==> src/rtl/led_status_pkg.sv <==
// Shared types for the LED/RGB status engine.
// RGB channel mode encodings.
package led_status_pkg;

  typedef enum logic [1:0] {
    RGB_OFF     = 2'd0,
    RGB_SOLID   = 2'd1,
    RGB_BLINK   = 2'd2,
    RGB_BREATHE = 2'd3
  } rgb_mode_t;

endpackage

==> src/rtl/led_status_engine_rgb.sv <==
// One RGB status channel: breathe ramp, duty register and PWM output.
// The ramp free-runs in every mode so breathe never restarts.
module rgb_pwm_channel
  import led_status_pkg::*;
#(
  parameter int PWM_BITS = 8
) (
  input  logic                clk,
  input  logic                reset,
  input  rgb_mode_t           mode,
  input  logic [PWM_BITS-1:0] level,
  input  logic [2:0]          color,
  input  logic                blink_phase,
  input  logic                tick,
  input  logic [PWM_BITS-1:0] pwm_cnt,
  output logic [2:0]          led_rgb
);

  logic [PWM_BITS-1:0]   ramp;
  logic                  ramp_up;
  logic [PWM_BITS-1:0]   duty;
  logic [PWM_BITS-1:0]   duty_nxt;
  logic [2*PWM_BITS-1:0] prod;
  logic [PWM_BITS-1:0]   breathe;

  assign prod    = {{PWM_BITS{1'b0}}, level} * {{PWM_BITS{1'b0}}, ramp};
  assign breathe = PWM_BITS'(prod >> PWM_BITS);

  always_ff @(posedge clk or posedge reset) begin
    if (reset) begin
      ramp    <= '0;
      ramp_up <= 1'b1;
    end else if (tick) begin
      if (ramp_up) begin
        if (&ramp) begin
          ramp_up <= 1'b0;
          ramp    <= ramp - PWM_BITS'(1);
        end else begin
          ramp    <= ramp + PWM_BITS'(1);
        end
      end else begin
        if (ramp == '0) begin
          ramp_up <= 1'b1;
          ramp    <= ramp + PWM_BITS'(1);
        end else begin
          ramp    <= ramp - PWM_BITS'(1);
        end
      end
    end
  end

  always_comb begin
    duty_nxt = '0;
    unique case (1'b1)
      (mode == RGB_OFF):     duty_nxt = '0;
      (mode == RGB_SOLID):   duty_nxt = level;
      (mode == RGB_BLINK):   duty_nxt = blink_phase ? '0 : level;
      (mode == RGB_BREATHE): duty_nxt = breathe;
      default:               duty_nxt = '0;
    endcase
  end

  always_ff @(posedge clk or posedge reset) begin
    if (reset) begin
      duty    <= '0;
      led_rgb <= '0;
    end else begin
      duty    <= duty_nxt;
      led_rgb <= color & {3{pwm_cnt < duty}};
    end
  end

endmodule

==> src/rtl/led_status_engine.sv <==
// Paged LED display with tear-free single-entry write staging,
// auto-scroll, shared blink phase and PWM-driven RGB channels.
module led_status_engine
  import led_status_pkg::*;
#(
  parameter int NUM_LEDS     = 16,
  parameter int NUM_PAGES    = 8,
  parameter int NUM_RGB      = 2,
  parameter int PWM_BITS     = 8,
  parameter int TICK_DIV     = 100000,
  parameter int BLINK_TICKS  = 250,
  parameter int SCROLL_TICKS = 1000,
  localparam int PW          = $clog2(NUM_PAGES)
) (
  input  logic                         clk,
  input  logic                         reset,
  input  logic                         wr_valid,
  output logic                         wr_ready,
  input  logic [PW-1:0]                wr_page,
  input  logic [NUM_LEDS-1:0]          wr_data,
  input  logic [NUM_LEDS-1:0]          wr_blink,
  input  logic [PW-1:0]                page_sel,
  input  logic                         auto_scroll,
  input  logic [2*NUM_RGB-1:0]         rgb_mode,
  input  logic [3*NUM_RGB-1:0]         rgb_color,
  input  logic [PWM_BITS*NUM_RGB-1:0]  rgb_level,
  output logic [NUM_LEDS-1:0]          led,
  output logic [3*NUM_RGB-1:0]         led_rgb,
  output logic [PW-1:0]                cur_page,
  output logic                         tick
);

  localparam int PRE_W = $clog2(TICK_DIV);
  localparam int BLK_W = $clog2(BLINK_TICKS + 1);
  localparam int SCR_W = $clog2(SCROLL_TICKS + 1);

  logic [PRE_W-1:0]    pre_cnt;
  logic [BLK_W-1:0]    blk_cnt;
  logic                blink_phase;
  logic [SCR_W-1:0]    scr_cnt;
  logic                auto_q;
  logic                stg_valid;
  logic [PW-1:0]       stg_page;
  logic [NUM_LEDS-1:0] stg_data;
  logic [NUM_LEDS-1:0] stg_blink;
  logic [NUM_LEDS-1:0] mem_data  [NUM_PAGES];
  logic [NUM_LEDS-1:0] mem_blink [NUM_PAGES];
  logic [PWM_BITS-1:0] pwm_cnt;
  logic                accept;
  logic                commit;

  assign tick     = pre_cnt == PRE_W'(TICK_DIV - 1);
  assign wr_ready = ~stg_valid;
  assign accept   = wr_valid & wr_ready;
  assign commit   = stg_valid & tick;

  always_ff @(posedge clk or posedge reset) begin
    if (reset) begin
      pre_cnt <= '0;
      pwm_cnt <= '0;
    end else begin
      pre_cnt <= tick ? '0 : pre_cnt + PRE_W'(1);
      pwm_cnt <= pwm_cnt + PWM_BITS'(1);
    end
  end

  always_ff @(posedge clk or posedge reset) begin
    if (reset) begin
      blk_cnt     <= '0;
      blink_phase <= 1'b0;
    end else if (tick) begin
      if (blk_cnt == BLK_W'(BLINK_TICKS - 1)) begin
        blk_cnt     <= '0;
        blink_phase <= ~blink_phase;
      end else begin
        blk_cnt     <= blk_cnt + BLK_W'(1);
      end
    end
  end

  // A staged entry only becomes valid after its accept cycle, so an
  // accept on a tick naturally waits for the following tick.
  always_ff @(posedge clk or posedge reset) begin
    if (reset) begin
      stg_valid <= 1'b0;
      stg_page  <= '0;
      stg_data  <= '0;
      stg_blink <= '0;
    end else if (accept) begin
      stg_valid <= 1'b1;
      stg_page  <= wr_page;
      stg_data  <= wr_data;
      stg_blink <= wr_blink;
    end else if (commit) begin
      stg_valid <= 1'b0;
    end
  end

  always_ff @(posedge clk or posedge reset) begin
    if (reset) begin
      for (int p = 0; p < NUM_PAGES; p++) begin
        mem_data[p]  <= '0;
        mem_blink[p] <= '0;
      end
    end else if (commit) begin
      mem_data[stg_page]  <= stg_data;
      mem_blink[stg_page] <= stg_blink;
    end
  end

  always_ff @(posedge clk or posedge reset) begin
    if (reset) begin
      cur_page <= '0;
      scr_cnt  <= '0;
      auto_q   <= 1'b0;
    end else begin
      auto_q <= auto_scroll;
      if (!auto_scroll) begin
        cur_page <= page_sel;
        scr_cnt  <= '0;
      end else if (!auto_q) begin
        scr_cnt  <= '0;
      end else if (tick) begin
        if (scr_cnt == SCR_W'(SCROLL_TICKS - 1)) begin
          scr_cnt  <= '0;
          cur_page <= cur_page + PW'(1);
        end else begin
          scr_cnt  <= scr_cnt + SCR_W'(1);
        end
      end
    end
  end

  always_ff @(posedge clk or posedge reset) begin
    if (reset) begin
      led <= '0;
    end else begin
      led <= mem_data[cur_page]
           & ~(mem_blink[cur_page] & {NUM_LEDS{blink_phase}});
    end
  end

  for (genvar i = 0; i < NUM_RGB; i++) begin : g_rgb
    rgb_pwm_channel #(
      .PWM_BITS(PWM_BITS)
    ) u_ch (
      .clk         (clk),
      .reset       (reset),
      .mode        (rgb_mode_t'(rgb_mode[2*i +: 2])),
      .level       (rgb_level[PWM_BITS*i +: PWM_BITS]),
      .color       (rgb_color[3*i +: 3]),
      .blink_phase (blink_phase),
      .tick        (tick),
      .pwm_cnt     (pwm_cnt),
      .led_rgb     (led_rgb[3*i +: 3])
    );
  end

endmodule

==> config.mk <==
export PLATFORM = sky130hd
export DESIGN_NAME = led_status_engine
export DESIGN_NICKNAME = d
export VERILOG_FILES = /design/src/rtl/led_status_pkg.sv /design/src/rtl/led_status_engine_rgb.sv /design/src/rtl/led_status_engine.sv
export SDC_FILE = /design/constraint.sdc
export NUM_CORES = 1
export LEC_CHECK = 0
export CORE_MARGIN = 2
export CORE_UTILIZATION = 25
export CTS_CLUSTER_SIZE = 8
export DETAILED_ROUTE_END_ITERATION = 12
export PLACE_DENSITY = 0.42
export SLEW_MARGIN = 20
export SYNTH_ARGS = -nofsm -noshare
export SYNTH_HDL_FRONTEND = slang
export SYNTH_SLANG_ARGS = --single-unit
==> constraint.sdc <==
create_clock -name clk -period 17.2 [get_ports clk]
set_input_delay 2.58 -clock clk [delete_from_list [all_inputs] [get_ports clk]]
set_output_delay 2.58 -clock clk [all_outputs]
set_load 0.02 [all_outputs]
==> results_dict.tcl <==
set metrics [dict create \
    design.core.area_sq_um 86800 \
    design_area_sq_um 25700 \
    first_global_vias 14600 \
    tns_ns 0 \
    p_leak_nw 12.4 \
    most-common-layout-cells "dfrtp_1, mux2_2, inv_1" \
    place.detailed.hpwl_mm 35.7 \
    cts_buffers 57 \
    finalHoldViolCount 0 \
    cp_common_cell "fa_1" \
    crit_fanout 9 \
    synth-seq-cells 396 \
    fin_util 0.296 \
    layout_commonest_cell "dfrtp_1" \
    worst_pin_slew_ns 0.863 \
    yosys_warnings 0 \
    cts_tree "done" \
    synth.avg_cell_area_sq_um 12.7 \
    routabilityCongestion 0.767 \
    cts_resized 0 \
    syn-cell-area_sq_um 21900 \
    ys_seq_area_frac 0.454 \
    routedWlPerCell_um 19.1 \
    stdcell_count 2985 \
    antenna_found_initial 4 \
    max_freq_mhz 146 \
    routed_wl_mm 57.0 \
    crit_family "adder cells" \
    cts_hold_buf 0 \
    cts_root_buf "clkbuf_16" \
    rsz0062_at_grt "false" \
    crit_arrival_ns 7.35 \
    drcViolationCount 0 \
    grt_pass1_wl_mm 89.0 \
    final_nets 2041 \
    grtUsageTotal 0.128 \
    drtIter0Drc 597 \
    insertion_delay_ns 0.63 \
    place_area_sq_um 24000 \
    syn_inst 1719 \
    cts.sinks 396 \
    rows 108 \
    crit_chain "clkdlybuf4s50_1 -> and2_1 -> fa_1 -> inv_1 -> fa_1 -> inv_1 -> fa_1 -> fa_1 -> ha_1 -> a21o_1 -> a21oi_1 -> o21ai_0 -> o311a_1 -> or3_1 -> a32o_1" \
    vdd_ir_drop_max_v 0.0000765 \
    die_h_um 300 \
    io_pins 95 \
    die_w_um 300 \
    floorplan.die_area_sq_um 89800 \
    synth_edf_count 0 \
    cts_buffer_depth 3 \
    hp-class "flop to flop" \
    initial_core_util 0.252 \
    fin_crit_sh 0.399 \
    path_buf_inv 3 \
    clk_pin_slew_ns 0.05 \
    slew_viol_final 0 \
    viasPerCell 4.55 \
    synth_top_flop_cell "dfrtp_1" \
    slowest_delay_ns 0.61 \
    syn2layout_area_growth_pct 17.6 \
    vias 13600 \
    drive_above_1_share 0.259 \
    status "complete, no violations" \
    slew_headroom 0.425 \
    grt_overflow 0 \
    cp-end-kind "flop" \
    portBuffers 94 \
    fin_skew_ns 0.0394 \
    fillers 8808 \
    powerDensity_nw_per_um2 87.2 \
    finalSetupViolCount 0 \
    critPathKind "input port to flop" \
    grt_max_degree 181 \
    dp.cells 2905 \
    cp.required_ns 17.70 \
    synth.distinct_cells 73 \
    cap_violations 0 \
    startpoint_type "input port" \
    synth_fp_nets 1949 \
    final.min_clock_period_ns 6.86 \
    ys_async_sr_fraction 1.00 \
    drtAntennaViolNets 0 \
    crit_slowest_cell "clkdlybuf4s50_1" \
    postCtsSetupBuffers 0 \
    htree_levels 2 \
    drt-pass1-iter-count 4 \
]
## area by class of cell
type                    instances  area, sq um  area share
inverters                     122          465      0.0181
flip-flops and latches        396         9920       0.386
multi-input cells            1123        11100       0.432
clock buffers                  70         1520      0.0590
repair buffers                111         1120      0.0436
clock inverters                 6          116     0.00453
diodes                          2         5.00    0.000195
well taps                    1155         1450      0.0562
## sequential cells by signal (all words and copies together), names as in the netlist, 6 cells and up
signal              flops
blk_cnt                 8
g_rgb.u_ch.duty        16
g_rgb.u_ch.led_rgb      6
g_rgb.u_ch.ramp        16
led                    16
mem_blink             128
mem_data              128
pre_cnt                17
pwm_cnt                 8
scr_cnt                10
stg_blink              16
stg_data               16
## per-layer routing
metal | track usage | up-vias | wire length [um]
met3 | 0.0206 | 71 | 1970
met4 | 0.0299 | 4 | 1030
met2 | 0.216 | 178 | 27700
met1 | 0.172 | 7112 | 26200
met5 | 0 | - | 21
li1 | - | 6214 | -
## worst paths after layout
| path | from | end | slack (ns) | depth (start not counted) |
|---|---|---|---|---|
| setup / recovery | rgb_level[12] | g_rgb[1].u_ch.duty[4]$_DFF_PP0_ | 10.34 | 15 |
| hold / removal | pre_cnt[11]$_DFF_PP0_ | pre_cnt[11]$_DFF_PP0_ | 0.49 | 1 |
| setup reg to reg | g_rgb[1].u_ch.ramp[4]$_DFFE_PP0P_ | g_rgb[1].u_ch.duty[4]$_DFF_PP0_ | 12.29 | 14 |
| hold reg to reg | pre_cnt[11]$_DFF_PP0_ | pre_cnt[11]$_DFF_PP0_ | 0.49 | 1 |
| max in group asynchronous | reset | mem_blink[50]$_DFFE_PP0P_ | 12.48 | 6 |
| min in group asynchronous | reset | led[7]$_DFF_PP0_ | 2.45 | 2 |
## cell families after synthesis
logic type	after synthesis	share of synthesized area
multiplexers	397	0.236
flip-flops	396	0.454
AND/OR/NAND/NOR	357	0.0902
buffers and inverters	200	0.0397
adder cells (fa/ha/maj)	162	0.117
AO/OA/AOI/OAI	157	0.0436
XOR/XNOR	50	0.0200
## cell usage after synthesis, drive strengths merged (3+ instances only)
master  count  area share
a211oi      3      0.0010
buf        39       0.012
dfrtp     394        0.45
or3         9      0.0026
a31oi       3     0.00086
nor2b       7      0.0020
nand4      15      0.0043
a21o       15      0.0052
nor2       41      0.0078
nor4        6      0.0017
a21oi      52       0.012
nor3       12      0.0032
xnor2      22      0.0088
ha         92       0.053
o21ai      47       0.011
o31ai       3      0.0010
and4        4      0.0016
nand4b      3      0.0012
o21a        3      0.0010
a21boi      5      0.0017
nor3b       4      0.0016
o211ai      3      0.0010
mux4       64       0.066
inv       122       0.021
and2       97       0.028
nor4b       3      0.0015
fa         70       0.064
clkbuf     39      0.0067
and3        9      0.0026
or4         5      0.0017
nand2     100       0.019
mux2      309        0.16
nand3      26      0.0064
mux2i      24       0.011
nand2b      8      0.0023
xor2       28       0.011
## through the flow
step	power (mW)	hold WS (ns)	setup WS [ns]
5_1_grt	2.34	0.510	10.10
4_1_cts	2.29	0.492	10.37
6_report	2.24	0.491	10.34
2_1_floorplan	1.12	0.445	3.61
3_3_place_gp	1.21	0.469	9.74
3_5_place_dp	1.22	0.481	9.73
## power breakdown
group          internal [mW]  leakage (nW)  total [mW]  switching [mW]
sequential             0.970          5.38        1.05          0.0852
clock                  0.624         0.793        1.05           0.421
combinational         0.0676          6.25       0.141          0.0733
Power figures use the tool's default switching activity.
